### config.mk
export PLATFORM = sky130hd
export DESIGN_NAME = base_parity_chk_stage
export DESIGN_NICKNAME = d
export VERILOG_FILES = /design/src/rtl/base_parity_pkg.sv /design/src/rtl/base_parity_chk.sv /design/src/rtl/base_parity_chk_stage.sv
export SDC_FILE = /design/constraint.sdc
export NUM_CORES = 1
export LEC_CHECK = 0
export CORE_MARGIN = 10
export CORE_UTILIZATION = 50
export CTS_BUF_LIST = sky130_fd_sc_hd__clkbuf_16
export CTS_CLUSTER_DIAMETER = 150
export CTS_CLUSTER_SIZE = 8
export DETAILED_ROUTE_END_ITERATION = 8
export PLACE_DENSITY = 0.81
export REMOVE_ABC_BUFFERS = 1
export SKIP_LAST_GASP = 1
export SYNTH_ARGS = -nofsm -noshare
export SYNTH_HDL_FRONTEND = slang
export SYNTH_HIERARCHICAL = 1
export SYNTH_SLANG_ARGS = --single-unit
### constraint.sdc
create_clock -name clk -period 5.2 [get_ports clk]
set_clock_uncertainty 0.2 [all_clocks]
set_input_delay 1.04 -clock clk [delete_from_list [all_inputs] [get_ports clk]]
set_output_delay 1.04 -clock clk [all_outputs]
set_load 0.02 [all_outputs]
### src/rtl/base_parity_pkg.sv
`default_nettype none
// ============================================================================
// Module      : base_parity_pkg
// Description : Shared segmentation helpers for the parity generator/checker
//               pair. Segment k of a data word covers [seg_lo : seg_hi] in
//               ascending bit order.
// Revision    : 1.0 - initial release
// ============================================================================
package base_parity_pkg;

  // Bits per parity segment; the last segment absorbs any shortfall.
  function automatic int calc_wwidth(input int dw, input int pw);
    return (dw + pw - 1) / pw;
  endfunction

  // First data bit covered by segment k.
  function automatic int seg_lo(input int k, input int dw, input int pw);
    return k * calc_wwidth(dw, pw);
  endfunction

  // Last data bit covered by segment k; the final segment ends at dw-1.
  function automatic int seg_hi(input int k, input int dw, input int pw);
    if (k == pw - 1) begin
      return dw - 1;
    end
    return (k + 1) * calc_wwidth(dw, pw) - 1;
  endfunction

endpackage : base_parity_pkg
`default_nettype wire

### src/rtl/base_parity_chk.sv
`default_nettype none
// ============================================================================
// Module      : base_parity_chk
// Description : Combinational odd-parity checker. Produces one error bit per
//               segment; a segment is bad when its bits XOR its parity bit
//               give zero.
// Revision    : 1.0 - initial release
// ============================================================================
module base_parity_chk
  import base_parity_pkg::*;
#(
  parameter int dwidth = 64,
  parameter int pwidth = 8
) (
  input  logic [0:dwidth-1] data,
  input  logic [0:pwidth-1] parity,
  output logic [0:pwidth-1] perr
);

  localparam int wwidth = calc_wwidth(dwidth, pwidth);

  // The last segment must own at least one data bit.
  if ((pwidth - 1) * wwidth >= dwidth) begin : g_bad_cfg
    $error("base_parity_chk: last parity segment would be empty");
  end

  for (genvar k = 0; k < pwidth; k++) begin : g_seg
    localparam int lo = seg_lo(k, dwidth, pwidth);
    localparam int hi = seg_hi(k, dwidth, pwidth);
    // Odd parity holds when data XOR parity is 1; anything else is an error.
    assign perr[k] = ~((^data[lo:hi]) ^ parity[k]);
  end

endmodule : base_parity_chk
`default_nettype wire

### src/rtl/base_parity_chk_stage.sv
`default_nettype none
// ============================================================================
// Module      : base_parity_chk_stage
// Description : Registered valid/ready stage (output register + one skid
//               entry) that forwards data/parity unchanged, flags per-segment
//               parity errors with each beat and keeps a sticky error log.
// Revision    : 1.0 - initial release
// ============================================================================
module base_parity_chk_stage
  import base_parity_pkg::*;
#(
  parameter int dwidth = 64,
  parameter int pwidth = 8,
  parameter int cwidth = 8
) (
  input  logic              clk,
  input  logic              rst_n,
  input  logic              i_v,
  output logic              o_r,
  input  logic [0:dwidth-1] i_d,
  input  logic [0:pwidth-1] i_p,
  output logic              o_v,
  input  logic              i_r,
  output logic [0:dwidth-1] o_d,
  output logic [0:pwidth-1] o_p,
  output logic [0:pwidth-1] o_perr,
  input  logic              i_err_clr,
  output logic              o_err,
  output logic [0:pwidth-1] o_err_first,
  output logic [cwidth-1:0] o_err_cnt
);

  localparam logic [cwidth-1:0] cnt_max = {cwidth{1'b1}};

  logic [0:pwidth-1] in_perr;
  logic              accept;
  logic              take_out;
  logic              skid_full;
  logic              skid_full_nxt;
  logic              rdy;
  logic              out_v;
  logic [0:dwidth-1] out_d;
  logic [0:pwidth-1] out_p;
  logic [0:pwidth-1] out_perr;
  logic [0:dwidth-1] skid_d;
  logic [0:pwidth-1] skid_p;
  logic [0:pwidth-1] skid_perr;
  logic              err;
  logic [0:pwidth-1] err_first;
  logic [cwidth-1:0] err_cnt;

  // The check runs on the input so the stored mask travels with its beat.
  base_parity_chk #(
    .dwidth (dwidth),
    .pwidth (pwidth)
  ) u_chk (
    .data   (i_d),
    .parity (i_p),
    .perr   (in_perr)
  );

  // Handshake decode; output register can load when empty or draining.
  always_comb begin
    accept        = i_v & rdy;
    take_out      = ~out_v | i_r;
    skid_full_nxt = skid_full;
    if (take_out) begin
      skid_full_nxt = 1'b0;
    end else if (accept) begin
      skid_full_nxt = 1'b1;
    end
  end

  // Occupancy control; ready is a pure register so i_r never reaches o_r.
  always_ff @(posedge clk or negedge rst_n) begin
    if (!rst_n) begin
      out_v     <= 1'b0;
      skid_full <= 1'b0;
      rdy       <= 1'b0;
    end else begin
      if (take_out) begin
        out_v <= skid_full | accept;
      end
      skid_full <= skid_full_nxt;
      rdy       <= ~skid_full_nxt;
    end
  end

  // Beat storage: skid entry drains first to keep FIFO order.
  always_ff @(posedge clk or negedge rst_n) begin
    if (!rst_n) begin
      out_d     <= '0;
      out_p     <= '0;
      out_perr  <= '0;
      skid_d    <= '0;
      skid_p    <= '0;
      skid_perr <= '0;
    end else if (take_out) begin
      if (skid_full) begin
        out_d    <= skid_d;
        out_p    <= skid_p;
        out_perr <= skid_perr;
      end else if (accept) begin
        out_d    <= i_d;
        out_p    <= i_p;
        out_perr <= in_perr;
      end
    end else if (accept) begin
      skid_d    <= i_d;
      skid_p    <= i_p;
      skid_perr <= in_perr;
    end
  end

  // Sticky error log, updated on accept; a new error beats a clear pulse.
  always_ff @(posedge clk or negedge rst_n) begin
    if (!rst_n) begin
      err       <= 1'b0;
      err_first <= '0;
      err_cnt   <= '0;
    end else if (accept && (|in_perr)) begin
      if (!err || i_err_clr) begin
        err       <= 1'b1;
        err_first <= in_perr;
        err_cnt   <= cwidth'(1);
      end else if (err_cnt != cnt_max) begin
        err_cnt <= err_cnt + 1'b1;
      end
    end else if (i_err_clr) begin
      err       <= 1'b0;
      err_first <= '0;
      err_cnt   <= '0;
    end
  end

  assign o_r         = rdy;
  assign o_v         = out_v;
  assign o_d         = out_d;
  assign o_p         = out_p;
  assign o_perr      = out_perr;
  assign o_err       = err;
  assign o_err_first = err_first;
  assign o_err_cnt   = err_cnt;

endmodule : base_parity_chk_stage
`default_nettype wire

* Word-level counts from Yosys, hierarchy flattened
Cells that the tools add are included.
** Word-level totals
- Logic and storage cells :: 73
- Register bits :: 180
- Output and inout bits :: 99
** Cells by class
- Reductions and logical operators :: 18
- Bitwise logic cells :: 22
- Equality and inequality tests :: 3
- Add/subtract/negate cells :: 1
- Multiplexer cells :: 17
** Operators with widths (count)
- $mux W64 :: 2
- $mux W8 :: 10
- $reduce_xor A8 Y1 :: 8
- $not A1 Y1 :: 11
- $add A8 B1 Y8 const B :: 1
- $ne A8 B8 Y1 const B :: 1
- $reduce_and A2 Y1 :: 4
- $reduce_or A8 Y1 :: 1
- $xor A1 B1 Y1 :: 8
- $mux W1 :: 5
- $reduce_bool A2 Y1 :: 2
- $ne A3 B1 Y1 const B :: 1
- $ne A2 B1 Y1 const B :: 1
- $or A1 B1 Y1 :: 2
- $and A1 B1 Y1 :: 1
- $logic_and A1 B1 Y1 :: 1
- $logic_not A1 Y1 :: 1
- $logic_or A1 B1 Y1 :: 1

* Logic depth before layout (Yosys ltp)
- Depth in word-level cells :: 7
- Depth in mapped cells :: 7
- Depth with buffers taken out :: 7

* Cells and area by module
The synthesis kept the hierarchy.
** By module, submodules not included
- base_parity_chk_stage :: seq. area each 4504.3 um^2, area each 7528.5 um^2, times used 1, cells an instance 606
- base_parity_chk :: seq. area each 0.0 um^2, area each 600.6 um^2, times used 1, cells an instance 56

* Worst setup path before layout
Ideal clock, no wire load.
- Path type :: input-to-reg
- Start :: input port i_d[10] (netlist name)
- End :: register err_cnt[3], in the netlist o_err_cnt[3]
- Slack :: 2102 ps
- Data required time :: 4917 ps
- Data arrival time :: 2815 ps
- Stages on the path :: 7
- Cell sequence :: xor2_1 xnor3_1 xnor2_1 nor4_1 a21o_1 or4_1 a31oi_1
** On the way
- Longest elaborated chain between the ends :: 7
** Ends and longest elaborated chain
- start: declaration :: RTL line base_parity_chk_stage.sv:20 : input logic [0:dwidth-1] i_d,
- $reduce_xor A8 Y1 * :: RTL line base_parity_chk.sv:31 : assign perr[k] = ~((^data[lo:hi]) ^ parity[k]);
- $xor A1 B1 Y1 * :: RTL line base_parity_chk.sv:31
- $not A1 Y1 * :: RTL line base_parity_chk.sv:31
- named net in_perr, one bit :: RTL line base_parity_chk_stage.sv:35 : logic [0:pwidth-1] in_perr;
- $reduce_or A8 Y1 * :: RTL line base_parity_chk_stage.sv:121 : end else if (accept && (|in_perr)) begin
- $logic_and A1 B1 Y1 * :: RTL line base_parity_chk_stage.sv:121
- $ne A3 B1 Y1 (no line) / $reduce_bool A2 Y1 (equally long branches)
- $reduce_and A2 Y1 (no line)
- end signal: assignment :: RTL line base_parity_chk_stage.sv:125 : err_cnt <= cwidth'(1);
- end signal: assignment :: RTL line base_parity_chk_stage.sv:127 : err_cnt <= err_cnt + 1'b1;
- end: declaration :: RTL line base_parity_chk_stage.sv:50 : logic [cwidth-1:0] err_cnt;
Mark *: on every way through the listed nets, which the timed path passes. The rest lies on a longest branch.
A chain may end at the register's enable or synchronous reset.

* Final worst setup path
- Start :: input port i_d[50] (netlist name)
- End :: register err_cnt[2], in the netlist o_err_cnt[2]
The elaborated chain is that of the path after synthesis.

==> results_dict.tcl <==
set metrics [dict create \
    ys_top_cells_by_area "dfrtp_1 (55%), mux2_1 (11%), mux2i_1 (9.9%)" \
    crit_fanout 9 \
    grt_max_degree 113 \
    status "finished, final reports clean" \
    clkTransAtPathRegs_ns 0.06 \
    fmax_mhz 272 \
    detail_route.first_pass.iterations 4 \
    final_nets 905 \
    cts_hold_buf 0 \
    cts_setup_buffers 0 \
    path_class "input port to register" \
    dp_slack_ns 1.08 \
    ctsResizeCount 0 \
    crit_path_cell_trace "clkdlybuf4s50_1, xor2_1, xnor3_1, xnor2_1, nor4_1, a21oi_2, a21oi_1, a311o_1" \
    io_buffers 175 \
    grt_pass1_vias 5938 \
    groute.usage.overall_pct 18.2 \
    hold_class "register to register" \
    yosysTopAreaCellShare_pct 55.4 \
    cts_max_path_buffers 2 \
    fp.dieH_um 148 \
    clk_latency_ns 0.43 \
    core_area_um2 15900 \
    start_util_pct 51.2 \
    reg2reg_depth 5 \
    final.period_utilization_pct 70.7 \
    yosys_warnings 6 \
    ys.flop_type "dfrtp_1" \
    dp.cells 1024 \
    dieArea_um2 21800 \
    whs_ns 0.289 \
    die-width_um 148 \
    cts_inserted_buffers 17 \
    dpl.hpwl_um 13900 \
    crit_path_end_kind "register" \
    tritoncts "done" \
    ys_types 42 \
    antennaDiodeCount 0 \
    drtIter0Drc 292 \
    ys_seq_area_share_pct 55.4 \
    r2r_slack_ns 2.53 \
    async_reset_ff_share_pct 100 \
    finalSetupViolCount 0 \
    setup_ws_ns 1.53 \
    synth_cells 662 \
    timing.rr.start "skid_full" \
    gp_congestion 0.800 \
    critPathArrivalTime_ns 3.78 \
    antenna_left 0 \
    power_density_nw_per_um2 445 \
    ys_ff_latch 180 \
    cts-root-buf "clkbuf_16" \
    relSlewSlack_pct 33.3 \
    worst_pin_slew_ns 1.00 \
    antenna_found_initial 0 \
    worstPathRequired_ns 5.30 \
    post_layout_nonfiller_instances 1056 \
    holdPathStages 1 \
    fin_crit_ns 3.67 \
    syn_area_um2 8130 \
    place_area_um2 10100 \
    route.detailed.drc 0 \
    grt-ovfl-total 0 \
    reg2reg_to "o_p[4]" \
    area.growth.synth_to_final_pct 30.1 \
    stdcell_area_um2 10600 \
    h-tree-depth 4 \
    critPathTopFamily "XOR/XNOR gates" \
    synth_edf_count 0 \
    rsz0062_at_grt "no" \
    multi_input_area_um2 3470 \
    yosysTopAreaCell "dfrtp_1" \
    syn_avg_cell_area_um2 12.3 \
    io_pins 176 \
    routed_via_density 5.27 \
    cp_slowest_cell "clkdlybuf4s50_1" \
    fillCellCount 1193 \
    critPathLaunchType "input port" \
    wl_per_cell_um 18.5 \
    routed_wl_um 19500 \
    vdd_drop_max_mv 0.243 \
    holdPathEnd "skid_d[58]" \
    rows 46 \
    num_vias 5561 \
    maxCapViolCount 0 \
    grt_pass1_wl_um 31900 \
    drive_gt1_share_pct 4.52 \
    timing_hold_violations_final 0 \
    p_leak_nw 4.31 \
    slowest_delay_ns 0.52 \
    yosysMostFrequentCell "dfrtp_1" \
    min_from "skid_d[58]" \
    p_total_w 0.00471 \
    ys_top_cells_by_count "dfrtp_1 (180), a21oi_1 (86), nor2_1 (85), mux2_1 (80), mux2i_1 (80)" \
    path_buf_inv 1 \
    cts_sinks 180 \
    seqCellArea_um2 4510 \
    final_max_slew_viol_count 0 \
]
[cell type report]
type                            count  share of cell area [%]
Inverter                            3                   0.106
Multi-Input combinational cell    443                    32.8
Timing Repair Buffer              182                    17.2
Clock inverter                     15                   0.745
Clock buffer                       17                    4.02
Tap cell                          216                    2.55
Sequential cell                   180                    42.6
[how the worst max path moves through the flow]
stage / start / slack, ns / to / cells after the start
3_5_place_dp: i_d[50] / 1.08 / o_err_cnt[2] / 8
6_report: i_d[50] / 1.53 / o_err_cnt[2] / 8
4_1_cts: i_d[50] / 1.53 / o_err_cnt[2] / 8
3_3_place_gp: i_d[50] / 1.17 / o_err_cnt[3] / 8
2_1_floorplan: skid_full / -3.27 / o_d[0] / 3
5_1_grt: i_d[13] / 1.31 / o_err_cnt[2] / 8
[where the power goes]
group          internal (W)  switching (W)
clock              0.000594       0.000523
sequential          0.00181       0.000242
combinational      0.000759       0.000787
total               0.00316        0.00155
[logic make-up (layout without fill, tap and decap cells)]
kind of cell | Yosys count | after routing | share of synthesized area [%]
flops | 180 | 180 | 55.4
mux | 160 | 160 | 20.9
simple gates | 116 | 116 | 6.14
compound gates | 110 | 110 | 7.79
xor+xnor | 56 | 56 | 7.39
buf+inv | 39 | 217 | 2.19
fa+ha+maj | 1 | 1 | 0.154
[per-stage QoR]
stage / TNS, ns / utilization [%]
floorplan: -261.33 / -
global route: 0 / 66.6
CTS: 0 / 66.6
detailed placement: 0 / 63.4
finish: 0 / 66.6
global placement: 0 / 63.4
[placed cells by master (no fill, tap or decap), types with 8 or more instances in the layout]
| cell | Yosys | routed |
|---|---|---|
| nor2_1 | 85 | 84 |
| mux2i_1 | 80 | 80 |
| a22o_1 | 8 | 8 |
| xor2_1 | 16 | 16 |
| a21oi_1 | 86 | 86 |
| xnor3_1 | 8 | 8 |
| clkdlybuf4s50_1 | 0 | 174 |
| dfrtp_1 | 180 | 179 |
| mux2_1 | 80 | 80 |
| xnor2_1 | 32 | 32 |
| clkbuf_16 | 0 | 17 |
[state kept, by name, indices dropped and copies added (netlist names), 8 cells and up]
name	cells
o_p	8
o_perr	8
skid_p	8
o_err_cnt	8
o_d	64
skid_d	64
skid_perr	8
o_err_first	8
[metal layers]
layer	up-vias	GRT usage, %	wire length, um	part of all wire, %
met4	0	7.14	392	2.0
met3	26	4.67	956	4.9
met5	-	0	0	0
met1	2761	21.3	8160	42
met2	117	31.3	10000	51
li1	2657	-	-	-
Power figures use the tool's default switching activity.
